===== src/rtl/io_fifo_fx_pkg.sv =====
// rtl/io_fifo_fx_pkg.sv - shared constants for the channelised I/O FIFO block
package io_fifo_fx_pkg;
  localparam int ERR_UFLOW = 0;
  localparam int ERR_OFLOW = 1;
endpackage


===== src/rtl/io_fifo_fx_fifo_fx.sv =====
// rtl/io_fifo_fx_fifo_fx.sv - first-word-fall-through FIFO used for every channel
module fifo_fx #(
  parameter int NUBITS = 16,
  parameter int FDEPTH = 8
) (
  input  logic                         clk,
  input  logic                         rst,
  input  logic                         push,
  input  logic [NUBITS-1:0]            din,
  input  logic                         pop,
  output logic [NUBITS-1:0]            head,
  output logic                         empty,
  output logic                         full,
  output logic [$clog2(FDEPTH+1)-1:0]  count
);
  localparam int PW = $clog2(FDEPTH);
  localparam int CW = $clog2(FDEPTH+1);

  logic [NUBITS-1:0] mem [FDEPTH];
  logic [PW-1:0]     wptr;
  logic [PW-1:0]     rptr;
  logic              do_push;
  logic              do_pop;

  assign empty   = (count == '0);
  assign full    = (count == CW'(FDEPTH));
  assign head    = mem[rptr];
  assign do_pop  = pop && !empty;
  // A full FIFO still takes a word when its head leaves in the same cycle.
  assign do_push = push && (!full || do_pop);

  always_ff @(posedge clk) begin
    if (do_push) mem[wptr] <= din;
  end

  always_ff @(posedge clk or negedge rst) begin
    if (!rst) begin
      wptr  <= '0;
      rptr  <= '0;
      count <= '0;
    end else begin
      if (do_push) wptr <= wptr + PW'(1);
      if (do_pop)  rptr <= rptr + PW'(1);
      case ({do_push, do_pop})
        2'b10:   count <= count + CW'(1);
        2'b01:   count <= count - CW'(1);
        default: count <= count;
      endcase
    end
  end
endmodule


===== src/rtl/io_fifo_fx.sv =====
// rtl/io_fifo_fx.sv - processor I/O port bank: per-channel FWFT FIFOs, status, errors, interrupt
module io_fifo_fx
  import io_fifo_fx_pkg::*;
#(
  parameter int                NUBITS = 16,
  parameter int                NUIOIN = 2,
  parameter int                NUIOOU = 2,
  parameter int                FDEPTH = 8,
  parameter logic [NUIOIN-1:0] ITRMSK = '1
) (
  input  logic                                      clk,
  input  logic                                      rst,
  input  logic                                      req_in,
  input  logic [((NUIOIN>1)?$clog2(NUIOIN):1)-1:0] addr_in,
  output logic [NUBITS-1:0]                         io_in,
  input  logic                                      out_en,
  input  logic [((NUIOOU>1)?$clog2(NUIOOU):1)-1:0] addr_out,
  input  logic [NUBITS-1:0]                         io_out,
  output logic                                      itr,
  input  logic [NUIOIN-1:0]                         ext_in_valid,
  input  logic [NUIOIN*NUBITS-1:0]                  ext_in_data,
  output logic [NUIOIN-1:0]                         ext_in_ready,
  output logic [NUIOOU-1:0]                         ext_out_valid,
  output logic [NUIOOU*NUBITS-1:0]                  ext_out_data,
  input  logic [NUIOOU-1:0]                         ext_out_ready,
  output logic [2*(NUIOIN+NUIOOU)-1:0]              status,
  output logic [1:0]                                err
);
  localparam int IAW = (NUIOIN > 1) ? $clog2(NUIOIN) : 1;
  localparam int OAW = (NUIOOU > 1) ? $clog2(NUIOOU) : 1;
  localparam int CW  = $clog2(FDEPTH+1);

  logic [NUIOIN-1:0] in_empty, in_full, in_pop, in_push, in_uflow, in_empty_q;
  logic [NUIOOU-1:0] out_empty, out_full, out_pop, out_push, out_oflow;
  logic [NUBITS-1:0] in_head [NUIOIN];
  logic [CW-1:0]     in_count [NUIOIN];
  logic [CW-1:0]     out_count [NUIOOU];

  for (genvar c = 0; c < NUIOIN; c++) begin : g_in
    assign in_pop[c]   = req_in && (addr_in == IAW'(c));
    assign in_push[c]  = ext_in_valid[c] && !in_full[c];
    assign in_uflow[c] = in_pop[c] && (in_count[c] == '0);

    fifo_fx #(.NUBITS(NUBITS), .FDEPTH(FDEPTH)) u_fifo (
      .clk(clk), .rst(rst),
      .push(in_push[c]), .din(ext_in_data[c*NUBITS +: NUBITS]),
      .pop(in_pop[c]), .head(in_head[c]),
      .empty(in_empty[c]), .full(in_full[c]), .count(in_count[c])
    );
  end

  for (genvar c = 0; c < NUIOOU; c++) begin : g_out
    assign out_push[c]  = out_en && (addr_out == OAW'(c));
    assign out_pop[c]   = ext_out_ready[c] && !out_empty[c];
    assign out_oflow[c] = out_push[c] && (out_count[c] == CW'(FDEPTH)) && !out_pop[c];

    fifo_fx #(.NUBITS(NUBITS), .FDEPTH(FDEPTH)) u_fifo (
      .clk(clk), .rst(rst),
      .push(out_push[c]), .din(io_out),
      .pop(out_pop[c]), .head(ext_out_data[c*NUBITS +: NUBITS]),
      .empty(out_empty[c]), .full(out_full[c]), .count(out_count[c])
    );
  end

  always_comb begin
    io_in = '0;
    for (int c = 0; c < NUIOIN; c++) begin
      if (addr_in == IAW'(c) && !in_empty[c]) io_in = in_head[c];
    end
  end

  assign ext_in_ready  = ~in_full;
  assign ext_out_valid = ~out_empty;
  assign status        = {out_full, out_empty, in_full, in_empty};

  // itr fires the cycle after a masked input channel is first seen non-empty.
  always_ff @(posedge clk or negedge rst) begin
    if (!rst) begin
      err        <= '0;
      itr        <= 1'b0;
      in_empty_q <= '1;
    end else begin
      err[ERR_UFLOW] <= err[ERR_UFLOW] | (|in_uflow);
      err[ERR_OFLOW] <= err[ERR_OFLOW] | (|out_oflow);
      in_empty_q     <= in_empty;
      itr            <= |(ITRMSK & in_empty_q & ~in_empty);
    end
  end
endmodule


===== config.mk =====
export PLATFORM = sky130hd
export DESIGN_NAME = io_fifo_fx
export DESIGN_NICKNAME = d
export VERILOG_FILES = /design/src/rtl/io_fifo_fx_pkg.sv /design/src/rtl/io_fifo_fx_fifo_fx.sv /design/src/rtl/io_fifo_fx.sv
export SDC_FILE = /design/constraint.sdc
export NUM_CORES = 1
export LEC_CHECK = 0
export CORE_MARGIN = 2
export CORE_UTILIZATION = 60
export DETAILED_ROUTE_END_ITERATION = 8
export GPL_ROUTABILITY_DRIVEN = 0
export GPL_TIMING_DRIVEN = 0
export PLACE_DENSITY_LB_ADDON = 0.2
export SLEW_MARGIN = 20
export SYNTH_ARGS = -nofsm -noshare
export SYNTH_HDL_FRONTEND = slang
export SYNTH_SLANG_ARGS = --single-unit

===== constraint.sdc =====
create_clock -name clk -period 4.3 [get_ports clk]
set_input_delay 0.86 -clock clk [delete_from_list [all_inputs] [get_ports clk]]
set_output_delay 0.86 -clock clk [all_outputs]
set_load 0.02 [all_outputs]

==> impl_results.md, run 1 <==
- Pwr Total: 17700 µW
- Clock Skews: 0.0127 ns
- Crit path capture: io_in[12]
- Finish-stage setup viols: 0
- Die X: 197 µm
- Worst R2R Path Depth: 9
- Crit-path max cell delay: 0.80 ns
- Remaining DRCs: 0
- Height of the die: 197 µm
- Grt total ovfl: 0
- First-pass GRT wire length: 69600 µm
- Maximum clock rate: 241 MHz
- Synthesized cell area: 22300 µm²
- CORE AREA: 36600 µm²
- First-pass iteration count of the detailed router: 5
- Avg Cell Area, Syn: 20.7 µm²
- Final Instance Count excl. Fillers: 1820
- H-tree depth: 2
- Vias per inst: 6.13
- Crit. Startpoint: g_in[0].u_fifo.count[0]$_DFFE_PN0P_
- Setup crit end kind: output port
- Final Max Slew Viols: 0
- Share of layout cells above drive strength 1: 0.239
- Starting DRT DRC Count: 983
- # resized after CTS: 0
- Filler cells: 2210
- Status: finished clean
- R2r setup slk: 1.20 ns
- DP Cell Count: 1716
- Critical Path RT: 3.44 ns
- Most common cell after layout, fill and taps aside: edfxtp_1
- CTS tree: yes
- Sum of buffers and inverters on the critical path: 3
- Pwr dens: 671 nW/µm²
- Port bufs: 120
- Reg2reg start: g_in[0].u_fifo.count[0]$_DFFE_PN0P_
- Layout Nets: 1384
- Period utilization: 0.964
- Commonest non-fill, non-tap cells in the layout: edfxtp_1 (512), clkdlybuf4s50_1 (119), mux4_2 (60)
- Routed length per instance: 25.4 µm
- EDFF count, synth: 512
- Net Count, Synth: 1161
- WP depth: 6
- Final hold violations: 0
- Final setup margin: 0.156 ns
- Die footprint: 38800 µm²
- Crit path DAT: 3.28 ns
- All-Layer GR Usage: 0.247
- Root buffer cell: clkbuf_16
- Initial antenna violation count: 3
- Post-CTS setup buffers: 0
- RSZ-0062 raised after global routing: no
- Rows: 70
- Area growth from synthesis to layout: 18.5%
- Rel. slew slack: 0.409
- Maximum VDD drop: 0.000478 V
- Dpl ws: 0.352 ns
- Drt total wl: 46200 µm
- Kind of cell adding the most delay to the critical path: buffers and inverters
- Crit Path Category: flop to output port
- Starting density of the core: 0.610
- Register area share after synthesis: 0.739
- Critical Path Start Type: flop
- Fin crit period: 4.14 ns
- Util after Layout: 0.723
- R2R Path End: g_in[0].u_fifo.count[3]$_DFFE_PN0P_
- Ports: 121
- Largest net degree at the start of global routing: 46
- Slowest stage cell, crit path: nor4_2
- Async set-reset flop share out of synthesis: 0.0808
- Worst min path class: primary input to async pin
- Detailed placement HPWL: 30500 µm
- DRT antenna net count: 0
- Via Count: 11162
- Clock transition at the registers of the reported paths: 0.06 ns
- Leak: 0.00911 µW
- Cell variety after synth: 54
- Flops & latches, synth: 557
- CP max FO: 10
- Mapped Cells: 1081
- Hold Buf Count CTS: 0
- Yosys warning count: 0
- Latest clock arrival within the worst-skew pair: 0.60 ns
- Max-Cap Viols: 0
- CTS sink cnt: 557
- Num CTS Buffers: 54
- Vias in the first global route: 11390
- Worst path cell trace: nor4_2 > or2_1 > buf_4 > buf_2 > o22ai_1 > clkdlybuf4s50_1
- Top FF cell, synth: edfxtp_1
- Max Buffers Root-to-Sink: 3
- Worst-Margin Slew: 0.880 ns
==> power by group <==
part	internal [µW]	switching, µW
registers	6690	365
clock network	2590	1980
logic	2900	3210
==> cell families (layout without fill, tap and decap cells) <==
| kind of cell | after synthesis | in the layout | synth area share |
|---|---|---|---|
| simple gates | 142 | 142 | 0.0334 |
| mux | 202 | 202 | 0.164 |
| other cells | 0 | 3 | 0 |
| flops | 557 | 557 | 0.739 |
| fa+ha+maj | 22 | 22 | 0.0130 |
| xor+xnor | 28 | 28 | 0.0110 |
| compound gates | 51 | 51 | 0.0182 |
| buf+inv | 79 | 347 | 0.0208 |
==> final cells by class <==
| class | count | area (µm²) | share of cell area |
|---|---|---|---|
| repair buffers | 167 | 1690 | 0.0640 |
| diodes | 3 | 7.51 | 0.000284 |
| inverters | 25 | 93.8 | 0.00355 |
| plain buffers | 54 | 372 | 0.0140 |
| clock inverters | 29 | 215 | 0.00814 |
| flip-flops and latches | 557 | 16500 | 0.624 |
| well taps | 468 | 586 | 0.0221 |
| multi-input cells | 445 | 5470 | 0.207 |
| clock buffers | 72 | 1510 | 0.0571 |
==> registers in the layout, indices dropped and copies added, names as in the netlist, 2 cells and up <==
signal              count
err                     2
g_in.u_fifo.count       8
g_in.u_fifo.mem       256
g_in.u_fifo.rptr        6
g_in.u_fifo.wptr        6
g_out.u_fifo.count      8
g_out.u_fifo.mem      256
g_out.u_fifo.rptr       6
g_out.u_fifo.wptr       6
in_empty_q              2
==> metal layers <==
metal / wire length (µm) / part of all wire / vias to the layer above / GRT usage
met5: 15 / 0.00032 / - / 0
met4: 995 / 0.022 / 2 / 0.0677
met3: 3700 / 0.080 / 70 / 0.0666
met2: 21800 / 0.47 / 396 / 0.380
met1: 19700 / 0.43 / 5812 / 0.357
li1: - / - / 4882 / -
==> stage by stage <==
step / area [µm²] / hold WS [ns] / TNS (ns)
after floorplan: 22300 / 0.451 / 0
after global placement: 24100 / 0.475 / -89.86
after detailed placement: 24700 / 0.481 / 0
after CTS: 26400 / 0.322 / 0
after global routing: 26500 / 0.316 / 0
final: 26500 / 0.283 / 0
==> worst reg2reg max path: cells and delay by family (launching register included) <==
| family | cells | cell delay (ns) |
|---|---|---|
| AO/OA/AOI/OAI | 3 | 0.70 |
| AND/OR/NAND/NOR | 3 | 1.11 |
| flip-flops | 1 | 0.43 |
| buffers and inverters | 1 | 0.13 |
| adder cells (fa/ha/maj) | 2 | 0.61 |
==> how the worst min path moves through the flow <==
stage	from	endpoint	slack [ns]	cells past startpoint
2_1_floorplan	g_in[0].u_fifo.count[3]$_DFFE_PN0P_	in_empty_q[0]$_DFF_PN1_	0.45	1
3_5_place_dp	err[0]$_DFF_PN0_	err[0]$_DFF_PN0_	0.48	1
6_report	rst	g_out[0].u_fifo.count[3]$_DFFE_PN0P_	0.28	1
5_1_grt	rst	err[1]$_DFF_PN0_	0.32	1
4_1_cts	rst	err[1]$_DFF_PN0_	0.32	1
3_3_place_gp	err[1]$_DFF_PN0_	err[1]$_DFF_PN0_	0.47	1
==> synth_stat cells (16+ instances only) <==
master | number | area (µm²)
ha_1 | 20 | 250
nor3_1 | 17 | 85.1
xnor2_1 | 16 | 140
dfrtp_1 | 43 | 1080
nand2_1 | 31 | 116
mux4_2 | 60 | 1350
edfxtp_1 | 512 | 15400
nor2_1 | 40 | 150
o22ai_1 | 16 | 100
mux2i_1 | 50 | 500
mux4_1 | 52 | 1370
mux2_2 | 39 | 439
inv_1 | 23 | 86.3
Note: power is estimated with default switching activity, not from simulation.
==> run 2: changes to the inputs <==
SYNTH_HIERARCHICAL = 1   (was not set)
==> run 2 against run 1 <==
  * Sequential share of layout area down 1.6 points
  * Wire length up 0.84%
  * Synthesized cell count up 1.3%
  * Utilization about the same
  * Die area up 2.2%
  * Critical path depth unchanged
  * Largest power group unchanged
  * Hold slack worse by 0.088 ns
  * Setup slack better by 0.030 ns
  * First-iteration DRC count up 4.2%
  * Cell area up 2.6%
  * Critical path type unchanged
  * Combinational power up 4.6%
  * Sequential power about the same
==> impl_results.md, run 2 <==
- DP Area: 25300 µm² (+2.2%)
- Height of the die: 199 µm (+1.1%)
- Routed length per instance: 24.9 µm (-1.7%)
- Ports: 121 (unchanged)
- All-Layer GR Usage: 0.245 (-0.00155)
- Commonest non-fill, non-tap cells in the layout: edfxtp_1 (512), clkdlybuf4s50_1 (119), mux4_1 (100)
- Via Count: 11295 (+1.2%)
- Area growth from synthesis to layout: 18.9%
- Die X: 199 µm (+1.1%)
- ANT cells: 0 (-3)
- Final setup margin: 0.186 ns (+0.0299 ns)
- Crit Path Category: flop to output port
- Net Count, Synth: 1173 (+1.0%)
- Root buffer cell: clkbuf_16
- Fin crit period: 4.11 ns (-0.0299 ns)
- Num CTS Buffers: 54 (unchanged)
- Clock Skews: 0.0225 ns (+0.00980 ns)
- Rows: 71 (+1.4%)
- Final hold violations: 0 (unchanged)
- Hold Buf Count CTS: 0 (unchanged)
- Rel. slew slack: 0.438 (+0.0295)
- CTS tree: yes
- Register area share after synthesis: 0.723 (-0.0166)
- RSZ-0062 raised after global routing: no
- Final Max Slew Viols: 0 (unchanged)
- Most common cell after layout, fill and taps aside: edfxtp_1
- Layout Nets: 1390 (+0.43%)
- Starting DRT DRC Count: 1024 (+4.2%)
- CORE AREA: 37600 µm² (+2.6%)
- Flops & latches, synth: 557 (unchanged)
- Maximum clock rate: 243 MHz (+0.73%)
- Cell variety after synth: 51 (-5.6%)
- Pwr Total: 18300 µW (+3.3%)
- Worst min path class: primary input to async pin
- Period utilization: 0.957 (-0.00695)
- Mapped Cells: 1095 (+1.3%)
- Worst-Margin Slew: 0.843 ns (-0.0369 ns)
- Pwr dens: 675 nW/µm² (+0.71%)
- Initial antenna violation count: 1 (-2)
- Top post-synthesis cells by area: edfxtp_1 (67%), mux4_1 (12%), dfrtp_1 (4.7%)
- Leading cell types by count after synthesis: edfxtp_1 (512), mux4_1 (100), mux2_2 (71)
- Async set-reset flop share out of synthesis: 0.0808 (unchanged)
- Worst R2R Path Depth: 12 (+3)
- Grt total ovfl: 0 (unchanged)
- Drt total wl: 46600 µm (+0.84%)
- Port bufs: 120 (unchanged)
- Util after Layout: 0.722 (about the same)
- # resized after CTS: 2 (+2)
- Crit path DAT: 3.25 ns (-0.03 ns)
- Avg Cell Area, Syn: 20.9 µm² (+0.98%)
- EDFF count, synth: 512 (unchanged)
- Top FF cell, synth: edfxtp_1
- Clock transition at the registers of the reported paths: 0.06 ns (about the same)
- Critical Path Start Type: flop
- Largest regs: g_in.u_fifo/mem: 256 flops, g_out.u_fifo/mem: 256 flops
- Setup crit end kind: output port
- Max Buffers Root-to-Sink: 3 (unchanged)
- Vias per inst: 6.05 (-1.4%)
- Status: finished clean
- Starting density of the core: 0.608 (-0.00208)
- Top-count cell post-synth: edfxtp_1
- Largest net degree at the start of global routing: 30 (-35%)
- Yosys warning count: 6 (+6)
- Synthesized cell area: 22800 µm² (+2.3%)
- Maximum VDD drop: 0.000527 V (+10%)
- Finish-stage setup viols: 0 (unchanged)
- Die footprint: 39600 µm² (+2.2%)
- Max-Cap Viols: 0 (unchanged)
- Dpl ws: 0.398 ns (+0.0464 ns)
- Vias in the first global route: 11428 (+0.33%)
- Top-area cell type share of the netlist area: 0.673 (-0.0154)
- Latest clock arrival within the worst-skew pair: 0.61 ns (about the same)
- Critical Path RT: 3.44 ns (about the same)
- DRT antenna net count: 0 (unchanged)
- Share of layout cells above drive strength 1: 0.231 (-0.00861)
- H-tree depth: 2 (unchanged)
- Detailed placement HPWL: 30000 µm (-1.5%)
- CTS sink cnt: 557 (unchanged)
- First-pass iteration count of the detailed router: 5 (unchanged)
- Design Area, Final: 27100 µm² (+2.6%)
- Leading area contributor after synthesis: edfxtp_1
- First-pass GRT wire length: 70400 µm (+1.2%)
- CP max FO: 10 (unchanged)
- Remaining DRCs: 0 (unchanged)
- Post-CTS setup buffers: 0 (unchanged)
- Leak: 0.00938 µW (+3.0%)
[run 2: cell types whose count changed after synthesis, moves of 8 or more]
cell / change
mux4_1: +48
o22ai_1: -14
nor3_1: -8
buf_6: +11
mux4_2: -32
a221o_1: -11
mux2_2: +32
a22o_1: +16
mux2i_1: -43
nand2_1: +8
buf_4: -14
[run 2: worst paths after layout]
path                                                      from                                  end  slack, ns
setup / recovery            g_in[1].u_fifo/rptr[1]$_DFFE_PN0N_                             io_in[2]       0.19
hold / removal                                             rst   g_in[0].u_fifo/wptr[2]$_DFFE_PN0P_       0.20
setup reg to reg           g_in[0].u_fifo/count[2]$_DFFE_PN0P_  g_in[0].u_fifo/count[3]$_DFFE_PN0P_       1.11
hold reg to reg                               err[1]$_DFF_PN0_                     err[1]$_DFF_PN0_       0.47
max in group asynchronous                                  rst  g_out[1].u_fifo/wptr[1]$_DFFE_PN0P_       3.57
min in group clk                              err[1]$_DFF_PN0_                     err[1]$_DFF_PN0_       0.47
[run 2: final cells by class]
cell class | instances | area, µm²
plain buffers | 52 | 360
clock buffers | 72 | 1490
clock inverters | 28 | 387
fillers | 2173 | 10400
inverters | 29 | 109
multi-input cells | 457 | 5970
flip-flops and latches | 557 | 16500
well taps | 511 | 639
repair buffers | 161 | 1690
[run 2: stage by stage]
step                hold WS [ns]  setup TNS, ns  cells
global placement           0.463         -62.46   1726
global route               0.198              0   1867
detailed placement         0.463              0   1767
finish                     0.195              0   1867
CTS                        0.168              0   1867
floorplan                  0.484              0   1095
[run 2: power by group]
group | internal, µW | switching [µW]
logic | 3140 | 3250
clock network | 2920 | 1990
registers | 6670 | 352
[run 2: cell families after synthesis]
family                     synth area share
DFF                                   0.723
muxes                                 0.183
and+or+nand+nor                      0.0310
buffers and inverters                0.0203
AOI/OAI and AO/OA                    0.0226
xor gates and xnor gates            0.00844
adders and majority gates            0.0123
[run 2: critical path: stages (launching register included)]
cell and delay [ns]:
dfrtp_1 0.34, clkbuf_1 0.28, clkbuf_1 0.52, mux4_1 0.38, mux2_2 0.32, a22o_1 0.26, clkdlybuf4s50_1 0.57
[run 2: layer usage]
layer  vias up  global-route usage  wire, µm
li1       4964                   -         -
met5         -                   0        11
met1      5869               0.325     18400
met2       384               0.420     24000
met3        76              0.0471      2860
met4         2              0.0708      1260
==> run 3: changes to the inputs <==
CAP_MARGIN = 20   (was not set)
==> run 3 against run 2 <==
  * Maximum frequency shrank 0.98%
  * Critical path depth fell by 1
  * Combinational power barely moved
  * Flip-flop and latch count unchanged
  * Largest power group unchanged
  * Highest routed layer unchanged
  * Setup slack worse by 0.041 ns
  * Register-to-register slack got worse by 0.02 ns
  * Clock power decreased by 9.4%
  * Non-clock buffer count unchanged
  * Utilization down 0.57 points
  * Global-route usage decreased by 0.50 points
  * Critical path type unchanged
==> impl_results.md, run 3 (synthesis gave the netlist of run 2 again) <==
- Detailed placement HPWL: 30100 µm (+0.11%)
- Critical Path RT: 3.44 ns (about the same)
- CTS tree: yes
- Setup crit end kind: output port
- Dpl ws: 0.397 ns (-0.00161 ns)
- Util after Layout: 0.717 (-0.00566)
- Crit-path max cell delay: 0.70 ns (+0.13 ns)
- Share of layout cells above drive strength 1: 0.226 (-0.00507)
- Area growth from synthesis to layout: 17.9%
- Initial antenna violation count: 1 (unchanged)
- Status: finished clean
- CP max FO: 10 (unchanged)
- Critical Path Start Type: flop
- Root buffer cell: clkbuf_16
- First-pass iteration count of the detailed router: 7 (+2)
- Clock transition at the registers of the reported paths: 0.06 ns (about the same)
- Fin crit period: 4.15 ns (+0.0408 ns)
- Tightest hold margin: 0.192 ns (-0.00337 ns)
- Drt total wl: 45600 µm (-2.1%)
- R2r setup slk: 1.09 ns (-0.02 ns)
- Post-CTS setup buffers: 0 (unchanged)
- CORE AREA: 37600 µm² (unchanged)
- Die footprint: 39600 µm² (unchanged)
- Starting DRT DRC Count: 953 (-6.9%)
- Rows: 71 (unchanged)
- H-tree depth: 2 (unchanged)
- Rel. slew slack: 0.422 (-0.0163)
- ANT cells: 0 (unchanged)
- Slowest stage cell, crit path: nor4_2
- Leak: 0.00928 µW (-1.1%)
- Area taken by multi-input logic gates: 5970 µm² (unchanged)
- DRT antenna net count: 0 (unchanged)
- Crit Path Category: flop to output port
- RSZ-0062 raised after global routing: no
- Clock Skews: 0.0166 ns (-0.00586 ns)
- Ports: 121 (unchanged)
- Vias in the first global route: 11259 (-1.5%)
- Commonest non-fill, non-tap cells in the layout: edfxtp_1 (512), clkdlybuf4s50_1 (119), mux4_1 (100)
- Final setup margin: 0.145 ns (-0.0408 ns)
- Pwr Total: 17800 µW (-2.6%)
- Via Count: 11176 (-1.1%)
- Maximum VDD drop: 0.000536 V (+1.8%)
- Worst min path class: primary input to async pin
- Period utilization: 0.966 (+0.00948)
- Grt total ovfl: 0 (unchanged)
- Pwr dens: 663 nW/µm² (-1.9%)
- Max-Cap Viols: 0 (unchanged)
- Final Max Slew Viols: 0 (unchanged)
- Largest net degree at the start of global routing: 30 (unchanged)
- Worst path cell trace: nor4_2 > nor2_1 > buf_2 > a22o_1 > clkdlybuf4s50_1
- Kind of cell adding the most delay to the critical path: simple AND/OR/NAND/NOR gates
- CTS sink cnt: 557 (unchanged)
- Total negative slack: 0 ns (unchanged)
- Worst-Margin Slew: 0.867 ns (+0.0244 ns)
- Largest regs: g_in.u_fifo/mem: 256 flops, g_out.u_fifo/mem: 256 flops
- Height of the die: 199 µm (unchanged)
- Layout Nets: 1389 (-0.072%)
- Max Buffers Root-to-Sink: 3 (unchanged)
- Remaining DRCs: 0 (unchanged)
- Routed length per instance: 24.5 µm (-1.9%)
- Final hold violations: 0 (unchanged)
- Latest clock arrival within the worst-skew pair: 0.60 ns (about the same)
- Most common cell after layout, fill and taps aside: edfxtp_1
- Finish-stage setup viols: 0 (unchanged)
- Sum of buffers and inverters on the critical path: 2 (-1)
- Vias per inst: 6.00 (-0.79%)
- Maximum clock rate: 241 MHz (-0.98%)
- Num CTS Buffers: 53 (-1.9%)
- Port bufs: 120 (unchanged)
- All-Layer GR Usage: 0.240 (-0.00502)
- Crit path DAT: 3.29 ns (+0.04 ns)
- Die X: 199 µm (unchanged)
- First-pass GRT wire length: 68800 µm (-2.2%)
- FF+latch area: 16500 µm² (unchanged)
- Filler cells: 2193 (+0.92%)
- Starting density of the core: 0.608 (unchanged)
[run 3: through the flow]
stage | cell area, µm² | cells
2_1_floorplan | 22800 | 1095
3_3_place_gp | 24700 | 1726
3_5_place_dp | 25300 | 1767
4_1_cts | 26900 | 1862
5_1_grt | 26900 | 1862
6_report | 26900 | 1862
[run 3: what timing repair did]
action	4_1_cts	5_1_grt
gates resized for setup	1	6
hold buffers	0	0
gates cloned	0	0
endpoints found under the setup margin	1	10
[run 3: metal layers]
metal | share of wire | vias up | global-route usage
li1 | - | 4962 | -
met1 | 0.40 | 5825 | 0.314
met2 | 0.52 | 325 | 0.416
met3 | 0.057 | 62 | 0.0489
met4 | 0.021 | 2 | 0.0638
met5 | 0.00024 | - | 0
[run 3: worst paths after layout]
path                                                      from                                   to  cells after the start
hold / removal                                             rst   g_in[0].u_fifo/wptr[2]$_DFFE_PN0P_                      1
hold reg to reg                               err[1]$_DFF_PN0_                     err[1]$_DFF_PN0_                      1
min in group clk                              err[1]$_DFF_PN0_                     err[1]$_DFF_PN0_                      1
setup reg to reg           g_in[0].u_fifo/count[2]$_DFFE_PN0P_  g_in[0].u_fifo/count[3]$_DFFE_PN0P_                     12
max in group asynchronous                                  rst  g_out[1].u_fifo/wptr[1]$_DFFE_PN0P_                      2
setup / recovery           g_in[0].u_fifo/count[3]$_DFFE_PN0P_                            io_in[14]                      5
[run 3: final cells by class]
class / count / share of cell area
Sequential cell: 557 / 0.613
Multi-Input combinational cell: 457 / 0.222
Timing Repair Buffer: 161 / 0.0626
Clock buffer: 74 / 0.0551
Tap cell: 511 / 0.0237
Buffer: 52 / 0.0134
Clock inverter: 21 / 0.00664
Inverter: 29 / 0.00404
[run 3: power by group]
group	total [µW]	internal, µW	switching, µW
Sequential	7020	6670	347
Clock	4450	2530	1920
Combinational	6370	3140	3230
